[src/rtl/register_file.sv]
// Multi-port register file with per-entry valid bits, write-first bypass,
// a synchronous invalidate-all, and a running count of valid entries.
module register_file #(
    parameter int WIDTH = 5,
    parameter int DEPTH = 8,
    localparam int AW = $clog2(DEPTH),
    localparam int CW = $clog2(DEPTH + 1)
) (
    input  logic             clk,
    input  logic             rst,
    input  logic             enable,
    input  logic [AW-1:0]    wr_addr,
    input  logic [WIDTH-1:0] Data,
    input  logic             clear,
    input  logic [AW-1:0]    rd_addr_a,
    input  logic [AW-1:0]    rd_addr_b,
    output logic [WIDTH-1:0] Q_a,
    output logic [WIDTH-1:0] Q_b,
    output logic             valid_a,
    output logic             valid_b,
    output logic [CW-1:0]    count
);

    localparam int          DEPTH_P = DEPTH;
    localparam logic [AW:0] DEPTH_L = DEPTH_P[AW:0];

    logic [WIDTH-1:0] mem_q [DEPTH];
    logic [WIDTH-1:0] mem_d [DEPTH];
    logic [DEPTH-1:0] vld_q, vld_d;
    logic [CW-1:0]    cnt_q, cnt_d;
    logic [WIDTH-1:0] qa_q, qa_d, qb_q, qb_d;
    logic             va_q, va_d, vb_q, vb_d;
    logic             wr_ok;

    function automatic logic in_range(input logic [AW-1:0] a);
        return {1'b0, a} < DEPTH_L;
    endfunction

    always_comb begin
        wr_ok = enable && !clear && in_range(wr_addr);
        mem_d = mem_q;
        vld_d = vld_q;
        cnt_d = cnt_q;
        qa_d  = '0;
        va_d  = 1'b0;
        qb_d  = '0;
        vb_d  = 1'b0;

        if (clear) begin
            for (int i = 0; i < DEPTH; i++) begin
                mem_d[i] = '0;
            end
            vld_d = '0;
            cnt_d = '0;
        end else if (wr_ok) begin
            mem_d[wr_addr] = Data;
            vld_d[wr_addr] = 1'b1;
            if (!vld_q[wr_addr]) begin
                cnt_d = cnt_q + CW'(1);
            end
        end

        // Reads look at the post-edge contents, which gives write-first
        // bypass and zero/invalid results on a clear edge for free.
        if (in_range(rd_addr_a) && vld_d[rd_addr_a]) begin
            qa_d = mem_d[rd_addr_a];
            va_d = 1'b1;
        end
        if (in_range(rd_addr_b) && vld_d[rd_addr_b]) begin
            qb_d = mem_d[rd_addr_b];
            vb_d = 1'b1;
        end
    end

    always_ff @(posedge clk) begin
        if (rst) begin
            for (int i = 0; i < DEPTH; i++) begin
                mem_q[i] <= '0;
            end
            vld_q <= '0;
            cnt_q <= '0;
            qa_q  <= '0;
            va_q  <= 1'b0;
            qb_q  <= '0;
            vb_q  <= 1'b0;
        end else begin
            mem_q <= mem_d;
            vld_q <= vld_d;
            cnt_q <= cnt_d;
            qa_q  <= qa_d;
            va_q  <= va_d;
            qb_q  <= qb_d;
            vb_q  <= vb_d;
        end
    end

    assign Q_a     = qa_q;
    assign valid_a = va_q;
    assign Q_b     = qb_q;
    assign valid_b = vb_q;
    assign count   = cnt_q;

endmodule

[config.mk]
export PLATFORM = sky130hd
export DESIGN_NAME = register_file
export DESIGN_NICKNAME = d
export VERILOG_FILES = /design/src/rtl/register_file.sv
export SDC_FILE = /design/constraint.sdc
export NUM_CORES = 1
export LEC_CHECK = 0
export CORE_ASPECT_RATIO = 0.8
export CORE_MARGIN = 2
export CORE_UTILIZATION = 59
export CTS_BUF_LIST = sky130_fd_sc_hd__clkbuf_8
export DETAILED_ROUTE_END_ITERATION = 16
export PLACE_DENSITY_LB_ADDON = 0.12
export SLEW_MARGIN = 25
export SYNTH_ARGS = -nofsm -noshare
export SYNTH_HDL_FRONTEND = slang
export SYNTH_SLANG_ARGS = --single-unit
[constraint.sdc]
create_clock -name clk -period 3 [get_ports clk]
set_clock_uncertainty 0.2 [all_clocks]
set_input_delay 0.6 -clock clk [delete_from_list [all_inputs] [get_ports clk]]
set_output_delay 0.6 -clock clk [all_outputs]
set_load 0.02 [all_outputs]
Word-level counts from Yosys, hierarchy flattened. Cells that the tools add are included.

Register bits after elaboration: 64. Bits of input ports: 18. Output and inout bits: 16. Word-level logic and storage cells: 61.

Bitwise gates (word level): 7. Muxes and demuxes: 23. $lt $le $gt $ge: 8. Add/sub/neg operators: 1. Reduce and logical (&&, ||, !) cells: 8.

Operator list (count): 2-to-1 mux 40 bit (2); bitwise mux 40 bit (1); binary-select mux 5 bit (select 3 bit) (2); 2-to-1 mux 5 bit (5); 2-to-1 mux 8 bit (2); demux 5 bit (select 3 bit) (1); >= comparator 4 bit, second input constant (3); < comparator 3 x 4 -> 1 bit, second input constant (3); inverter 3 -> 4 bit (3); binary-select mux 1 bit (select 3 bit) (3); OR 8 bit (1); 2-to-1 mux 1 bit (6); OR reduction 2 bit (3); adder 4 x 1 -> 4 bit, second input constant (1); < comparator 4 x 1 -> 1 bit, second input constant (1); demux 1 bit (select 3 bit) (1); >= comparator 3 x 1 -> 1 bit, second input constant (1); logical AND 1 bit (3); inverter 1 bit (3); AND reduction 2 bit (1); zero test 1 bit (1).

Longest topological paths before layout. Gate-level depths: netlist of the first run.

Depth in word-level cells: 11. Mapped depth: 8. Depth with buffers taken out: 6.

Worst setup path after synthesis of the first run. Ideal clock, no wire load.

Path kind: input to register. Start point: input port wr_addr[0]. End point: register qb_q[1] (netlist: Q_b[1]). Arrival: 2.033 ns. Setup time: 0.074 ns. Stages on the path: 7. Buffers on the path: 1. Setup slack: 0.693 ns. Required time: 2.726 ns. Cell sequence: buf_4 > nand2b_1 > nor2_8 > nor2_1 > a211o_1 > a311o_1 > a31oi_1.

Cells in the longest elaborated chain, start to end: 11. Elaborated cells on any way between the ends: 24. Classes of those cells: order compare (4); mux (14); bitwise (3); reduce/logical (3).

RTL lines: start, declared (RTL line 12) `input logic [AW-1:0] wr_addr,`; inverter 3 -> 4 bit (implied by the code) (tied with other cells) (RTL line 56) `mem_d[wr_addr] = Data;`; >= comparator 4 bit (implied by the code) (tied with other cells) (RTL line 56); logical AND 1 bit (implied by the code) or 2-to-1 mux 1 bit (tied branches) (RTL line 56, 57); 2-to-1 mux 5 bit (implied by the code) or demux 1 bit (select 3 bit) (tied branches) (RTL line 56, 57); demux 5 bit (select 3 bit) or OR 8 bit (tied branches); bitwise mux 40 bit or 2-to-1 mux 8 bit (tied branches) (RTL line 56, 55); 2-to-1 mux 40 bit or 2-to-1 mux 8 bit (tied branches) (RTL line 55, 49); 2-to-1 mux 40 bit or binary-select mux 1 bit (select 3 bit) (tied branches) (RTL line 49, 69); binary-select mux 5 bit (select 3 bit) or 2-to-1 mux 1 bit (tied branches) (RTL line 70, 69); 2-to-1 mux 5 bit (implied by the code) or inverter 1 bit (tied branches); 2-to-1 mux 5 bit (implied by the code) or OR reduction 2 bit (tied branches); end signal, assigned (RTL line 92) `qb_q <= qb_d;`; end, declared (RTL line 31) `logic [WIDTH-1:0] qa_q, qa_d, qb_q, qb_d;`.

Several ways; a longest one is shown, not always the timed one. The select of a mux whose other input is x is not followed. A chain may end at the register's enable or synchronous reset.

Final worst setup path of the first run.
Start point: input port enable. End point: register qb_q[1] (netlist: Q_b[1]).

Cells in the longest elaborated chain, start to end: 7. Elaborated cells on any way between the ends: 12. Classes of those cells: mux (9); bitwise (1); reduce/logical (2).

RTL lines: start, declared (RTL line 11) `input logic enable,`; logical AND 1 bit (*) (RTL line 40) `wr_ok = enable && !clear && in_range(wr_addr);`; 2-to-1 mux 8 bit (RTL line 55) `end else if (wr_ok) begin`; 2-to-1 mux 8 bit (RTL line 49) `if (clear) begin`; binary-select mux 1 bit (select 3 bit) (RTL line 69) `if (in_range(rd_addr_b) && vld_d[rd_addr_b]) begin`; 2-to-1 mux 1 bit (implied by the code) (RTL line 69); inverter 1 bit (no source line); OR reduction 2 bit (no source line).

Every way passes the cells marked *; elsewhere a longest branch is shown, timed or not. The select of a mux whose other input is x is not followed.

==> results of run 1 <==
==> placed cells by master (no fill, tap or decap), types with 4 or more instances in the layout <==
| cell | n |
|---|---|
| dfxtp_1 | 64 |
| inv_1 | 10 |
| a21oi_1 | 24 |
| a211oi_1 | 8 |
| nand3_1 | 6 |
| clkdlybuf4s50_1 | 33 |
| nor3_1 | 15 |
| clkbuf_8 | 10 |
| mux2i_1 | 44 |
| nand2_1 | 17 |
| nor2_1 | 77 |
| o22ai_1 | 23 |
| nor4_1 | 6 |
| buf_4 | 50 |
| nand2b_1 | 4 |
| nor2b_1 | 7 |
| a221oi_1 | 4 |
==> logic make-up (layout without fill, tap and decap cells) <==
| kind of cell | Yosys count | in the layout | synth area share, % |
|---|---|---|---|
| AND/OR/NAND/NOR | 153 | 153 | 23.6 |
| XOR/XNOR | 4 | 4 | 1.07 |
| adder cells (fa/ha/maj) | 1 | 1 | 0.383 |
| AO/OA/AOI/OAI | 78 | 78 | 15.5 |
| flip-flops | 64 | 64 | 39.3 |
| buffers and inverters | 38 | 111 | 4.95 |
| multiplexers | 47 | 47 | 15.2 |
==> stage by stage <==
step                utilization (%)  hold slack [ps]  worst slack, ps  cells  instance area [µm²]
CTS                            77.6              280              326    523                 4200
finish                         77.6              280              291    523                 4200
global placement               73.4              263             17.9    507                 3970
detailed placement             73.4              282             20.8    507                 3970
floorplan                         -              251              693    385                 3260
global route                   77.6              317             32.1    523                 4200
==> registers in the layout, indices dropped and copies added, names as in the netlist <==
register  count
vld_q         8
valid_b       1
mem_q        40
count         4
valid_a       1
Q_a           5
Q_b           5
==> metal layers <==
metal,track usage [%],vias to the layer above,wire length [µm]
met4,11.6,0,167
met3,11.1,19,1080
met2,47.8,163,4100
met1,50.6,1531,4540
li1,-,1509,-
met5,0,-,0
==> worst max-delay path, stage by stage <==
cell,delay (ps)
clkdlybuf4s50_1,560
buf_4,150
nand3_4,130
nor2_8,250
buf_4,170
nor2_1,50
a2111oi_0,560
a21oi_1,140
a31oi_1,180
==> layout make-up <==
| class | count | area, µm² |
|---|---|---|
| Multi-Input combinational cell | 283 | 1820 |
| Clock buffer | 10 | 138 |
| Clock inverter | 6 | 91.3 |
| Inverter | 10 | 37.5 |
| Sequential cell | 64 | 1280 |
| Timing Repair Buffer | 85 | 746 |
| Tap cell | 65 | 81.3 |
| Fill cell | 386 | 1210 |
==> path summary, 6_finish.rpt <==
kind / slack (ps) / cells past startpoint / from / to
hold / removal: 280 / 2 / mem_q[16]$_SDFF_PP0_ / mem_q[16]$_SDFF_PP0_
setup reg to reg: 1050 / 5 / vld_q[6]$_SDFF_PP0_ / count[3]$_SDFFE_PP0P_
hold reg to reg: 280 / 2 / mem_q[16]$_SDFF_PP0_ / mem_q[16]$_SDFF_PP0_
setup / recovery: 290 / 9 / enable / Q_b[1]$_SDFF_PP0_
==> power by group through the flow <==
stage	combinational, W	clock [W]	sequential (W)
floorplan	0.000126	0	0.000881
global placement	0.000223	0	0.000878
detailed placement	0.000226	0	0.000878
CTS	0.000228	0.000859	0.000858
global route	0.000248	0.000895	0.000858
finish	0.000234	0.000849	0.000858
==> impl_metrics.env, run 1 <==
export IMPL_status="finished, final reports clean"
export IMPL_power_frac_seq_pct=44.2
export IMPL_p_sw_w=0.000494
export IMPL_min_path_type="reg2reg"
export IMPL_die_height_um=70.5
export IMPL_cts_tree="built"
export IMPL_rows=24
export IMPL_hpwl_um=7240
export IMPL_cts_sinks=64
export IMPL_slew_headroom_pct=62.1
export IMPL_first_pass_iters=4
export IMPL_synth_edff_count=0
export IMPL_rsz0062_at_grt="no"
export IMPL_fmax_mhz=369
export IMPL_diodes=0
export IMPL_cts_resized=0
export IMPL_fin_crit_sh_pct=90.3
export IMPL_die_area_mm2=0.00615
export IMPL_p_leak_nw=1.63
export IMPL_synth_top_area_cell="dfxtp_1"
export IMPL_drt_total_wl_um=9890
export IMPL_synth_common_cells="77 x nor2_1, 64 x dfxtp_1, 44 x mux2i_1, 24 x a21oi_1, 23 x o22ai_1"
export IMPL_viasPerCell=6.16
export IMPL_cts_root_buf="clkbuf_8"
export IMPL_grt_pass1_wl_um=16000
export IMPL_drv_cap=0
export IMPL_arrival_ps=2790
export IMPL_port_buffers=33
export IMPL_drtIter0Drc=480
export IMPL_grt_max_degree=38
export IMPL_nets=472
export IMPL_syn_area_per_cell_um2=8.48
export IMPL_required_ps=3080
export IMPL_synthFlopType="dfxtp_1"
export IMPL_layout_min_cycle_time_ps=2710
export IMPL_yosysMostFrequentCell="nor2_1"
export IMPL_wl_per_cell_um=18.9
export IMPL_fin_tns_setup_ps=0
export IMPL_cts_setup_buffers=0
export IMPL_ir_worst_vdd_v=0.000327
export IMPL_synth_warnings=0
export IMPL_die_width_um=87.1
export IMPL_clock_path_buffers=2
export IMPL_p_comb_share_pct=12.0
export IMPL_cts_buffers=9
export IMPL_grt_ovfl_total=0
export IMPL_drive_gt1_share_pct=18.1
export IMPL_syn_nets=404
export IMPL_gp_congestion=0.917
export IMPL_ant_nets=0
export IMPL_tightest_slew_ps=554
export IMPL_setup_viol=0
export IMPL_p_sw_share_pct=25.5
export IMPL_hold_viol=0
export IMPL_track_usage_pct=34.5
export IMPL_powerDensity_mw_per_mm2=463
export IMPL_cp_max_fo=7
export IMPL_grt_pass1_vias=3069
export IMPL_clock_power_share_pct=43.7
export IMPL_ys_types=51
export IMPL_hold_buffers=0
export IMPL_drc=0
export IMPL_synth_seq_cells=64
export IMPL_cp_end_kind="flip-flop"
export IMPL_area_growth_pct=28.6
export IMPL_initial_core_util_pct=60.4
export IMPL_routed_via_count=3222
export IMPL_p_int_w=0.00145
export IMPL_clkLatencyLatePin_ps=350
export IMPL_ys_async_sr_fraction_pct=0
export IMPL_ys_seq_area_share_pct=39.3
export IMPL_slew_violations=0
export IMPL_syn_area_mm2=0.00326
export IMPL_netlist_instances=385
export IMPL_coreArea_mm2=0.00541
export IMPL_worstSetupPathType="in2reg"
export IMPL_antenna_found_initial=0
export IMPL_cp_start_kind="primary input"
export IMPL_yosysTopAreaCellShare_pct=39.3
export IMPL_ios=34
export IMPL_finalPower_w=0.00194
export IMPL_clk_pin_slew_worst_paths_ps=70
export IMPL_synth_area_leaders="dfxtp_1 39%, mux2i_1 13%, nor2_1 8.9%, o22ai_1 4.4%, a21oi_1 3.7%"
export IMPL_htreeDepth=3
Note: power is estimated with default switching activity, not from simulation.
==> run 2, diff against run 1 <==
CORE_UTILIZATION = 53   (was 59)
clock period = 2.2 ns   (was 3 ns; I/O delays follow)
==> run 2 against run 1 <==
Against the previous run: utilization is 4.0 points higher; global-route usage is 1.1 points lower; clock-buffer cell count stayed put; total power is 47% higher; final area is 16% higher; first-iteration DRC count is 22% lower; largest power group is now clock; highest routed layer unchanged; sequential share of layout area is 4.1 points lower; final cell count is 13% higher; sequential power is 36% higher; via count is 8.6% higher; setup slack worse by 290 ps.
==> impl_metrics.env, run 2 (same netlist as run 1, synthesis figures left out) <==
export IMPL_status="finished, final reports clean"
export IMPL_crit_start="wr_addr[1]"
export IMPL_p_sw_w=0.000722
export IMPL_regToRegEndpoint="count[3]$_SDFFE_PP0P_"
export IMPL_p_int_w=0.00213
export IMPL_grt_pass1_wl_um=17200
export IMPL_top_usage_layer="met2"
export IMPL_ios=34
export IMPL_cts_root_buf="clkbuf_8"
export IMPL_reg2reg_from="vld_q[6]$_SDFF_PP0_"
export IMPL_slew_headroom_pct=68.3
export IMPL_clock_power_share_pct=45.5
export IMPL_endpoint="Q_b[1]$_SDFF_PP0_"
export IMPL_arrival_ps=2280
export IMPL_final_cell_mix="96 x buf_4, 75 x nor2_1, 64 x dfxtp_1"
export IMPL_largest_reg_flops=40
export IMPL_hold_worst_slack_ps=289
export IMPL_clk_pin_slew_worst_paths_ps=80
export IMPL_largest_register="mem_q"
export IMPL_min_path_type="reg2reg"
export IMPL_cp_depth=8
export IMPL_drv_cap=0
export IMPL_utilization_pct=81.6
export IMPL_viasPerCell=5.91
export IMPL_die_area_mm2=0.00680
export IMPL_drc=0
export IMPL_die_width_um=91.7
export IMPL_slowest_stage="a311o_1"
export IMPL_ir_worst_vdd_v=0.000495
export IMPL_required_ps=2280
export IMPL_initial_core_util_pct=54.9
export IMPL_first_pass_iters=6
export IMPL_drive_gt1_share_pct=33.3
export IMPL_ant_nets=0
export IMPL_fin_tns_setup_ps=0
export IMPL_layout_min_cycle_time_ps=2200
export IMPL_p_sw_share_pct=25.3
export IMPL_clock_path_buffers=2
export IMPL_rows=25
export IMPL_rsz0062_at_grt="yes"
export IMPL_drtIter0Drc=376
export IMPL_p_leak_nw=1.87
export IMPL_use_met2_pct=50.5
export IMPL_die_height_um=74.2
export IMPL_cp_max_fo=7
export IMPL_worstSetupPathType="in2reg"
export IMPL_coreArea_mm2=0.00594
export IMPL_powerDensity_mw_per_mm2=588
export IMPL_antenna_found_initial=0
export IMPL_instances_no_fill=592
export IMPL_cp_end_kind="flip-flop"
export IMPL_hold_viol=0
export IMPL_grt_max_degree=29
export IMPL_tightest_slew_ps=474
export IMPL_met1_usage_pct=45.5
export IMPL_nets=525
export IMPL_reg_top3="mem_q (40), vld_q (8)"
export IMPL_stdcell_area_mm2=0.00485
export IMPL_rr_worst_depth=5
export IMPL_power_frac_seq_pct=41.0
export IMPL_cts_buffers=9
export IMPL_dp_cells=568
export IMPL_path_cells="dlygate4sd2_1 -> buf_6 -> and3b_2 -> a21oi_1 -> nor2b_1 -> a211o_1 -> a311o_1 -> a31oi_1"
export IMPL_area_growth_pct=48.7
export IMPL_fmax_mhz=456
export IMPL_clkLatencyLatePin_ps=370
export IMPL_cts_sinks=64
export IMPL_hold_buffers=0
export IMPL_routed_via_count=3500
export IMPL_slew_violations=0
export IMPL_crit_family="compound AO/OA/AOI/OAI gates"
export IMPL_diodes=0
export IMPL_hpwl_um=8030
export IMPL_grt_ovfl_total=0
export IMPL_setup_viol=0
export IMPL_p_comb_share_pct=13.5
export IMPL_grt_pass1_vias=3337
export IMPL_cp_buffers_inverters=2
export IMPL_htreeDepth=3
export IMPL_drt_total_wl_um=11200
export IMPL_gp_congestion=0.951
export IMPL_layout_commonest_cell="buf_4"
export IMPL_max_stage_delay_ps=410
export IMPL_postPlaceCellArea_mm2=0.00434
export IMPL_wl_per_cell_um=18.9
export IMPL_fin_crit_sh_pct=99.8
export IMPL_track_usage_pct=33.4
export IMPL_reg2reg_slack_ps=210
export IMPL_cp_start_kind="primary input"
export IMPL_port_buffers=33
export IMPL_gr_usage_met3_pct=12.8
export IMPL_cts_tree="built"
-- run 2: cell types whose count changed in the layout (fill, tap and decap cells not counted), moves of 5 or more --
cell / change
mux2i_1: -15
mux2i_2: +9
mux2i_4: +6
clkdlybuf4s50_1: -5
buf_4: +46
buf_6: +6
-- run 2: routing by layer --
layer	wire length, µm	up-vias
met5	0	-
met3	1390	37
li1	-	1621
met1	4760	1631
met2	4810	211
met4	243	0
-- run 2: how the worst min path moves through the flow --
stage,start,to,cells past startpoint
2_1_floorplan,mem_q[16]$_SDFF_PP0_,mem_q[16]$_SDFF_PP0_,2
4_1_cts,mem_q[16]$_SDFF_PP0_,mem_q[16]$_SDFF_PP0_,2
3_5_place_dp,vld_q[2]$_SDFF_PP0_,vld_q[2]$_SDFF_PP0_,2
6_report,mem_q[16]$_SDFF_PP0_,mem_q[16]$_SDFF_PP0_,2
3_3_place_gp,count[3]$_SDFFE_PP0P_,count[3]$_SDFFE_PP0P_,2
5_1_grt,mem_q[16]$_SDFF_PP0_,mem_q[16]$_SDFF_PP0_,2
-- run 2: power groups by stage --
stage               clock network [W]  logic (W)  registers [W]
floorplan                           0   0.000171        0.00120
global placement                    0   0.000346        0.00120
detailed placement                  0   0.000348        0.00120
CTS                           0.00129   0.000362        0.00117
global route                  0.00135   0.000405        0.00117
finish                        0.00130   0.000385        0.00117
-- run 2: through the flow --
stage          setup WS, ps  power, W
3_5_place_dp           -640   0.00155
4_1_cts                34.3   0.00283
5_1_grt               -44.5   0.00293
2_1_floorplan          53.1   0.00137
3_3_place_gp           -609   0.00154
6_report               4.72   0.00285
-- run 2: worst min-delay path, delay by kind of cell (launching register included) --
family / cells / cell delay, ps
AND/OR/NAND/NOR: 1 / 60
AO/OA/AOI/OAI: 1 / 50
flip-flops: 1 / 330
-- run 2: cell type report --
class | count | area, µm²
multi-input combinational | 283 | 2010
tap | 81 | 101
inverter | 10 | 37.5
clock buffer | 10 | 138
clock inverter | 6 | 115
sequential | 64 | 1280
fill | 369 | 1090
timing repair buffer | 138 | 1170
-- run 2: what timing repair did --
action                     in CTS  in global routing
gates cloned                    0                  0
setup buffers                   8                  0
gates resized for setup        27                 29
setup endpoints to repair      15                 10
pin swaps                       6                  5
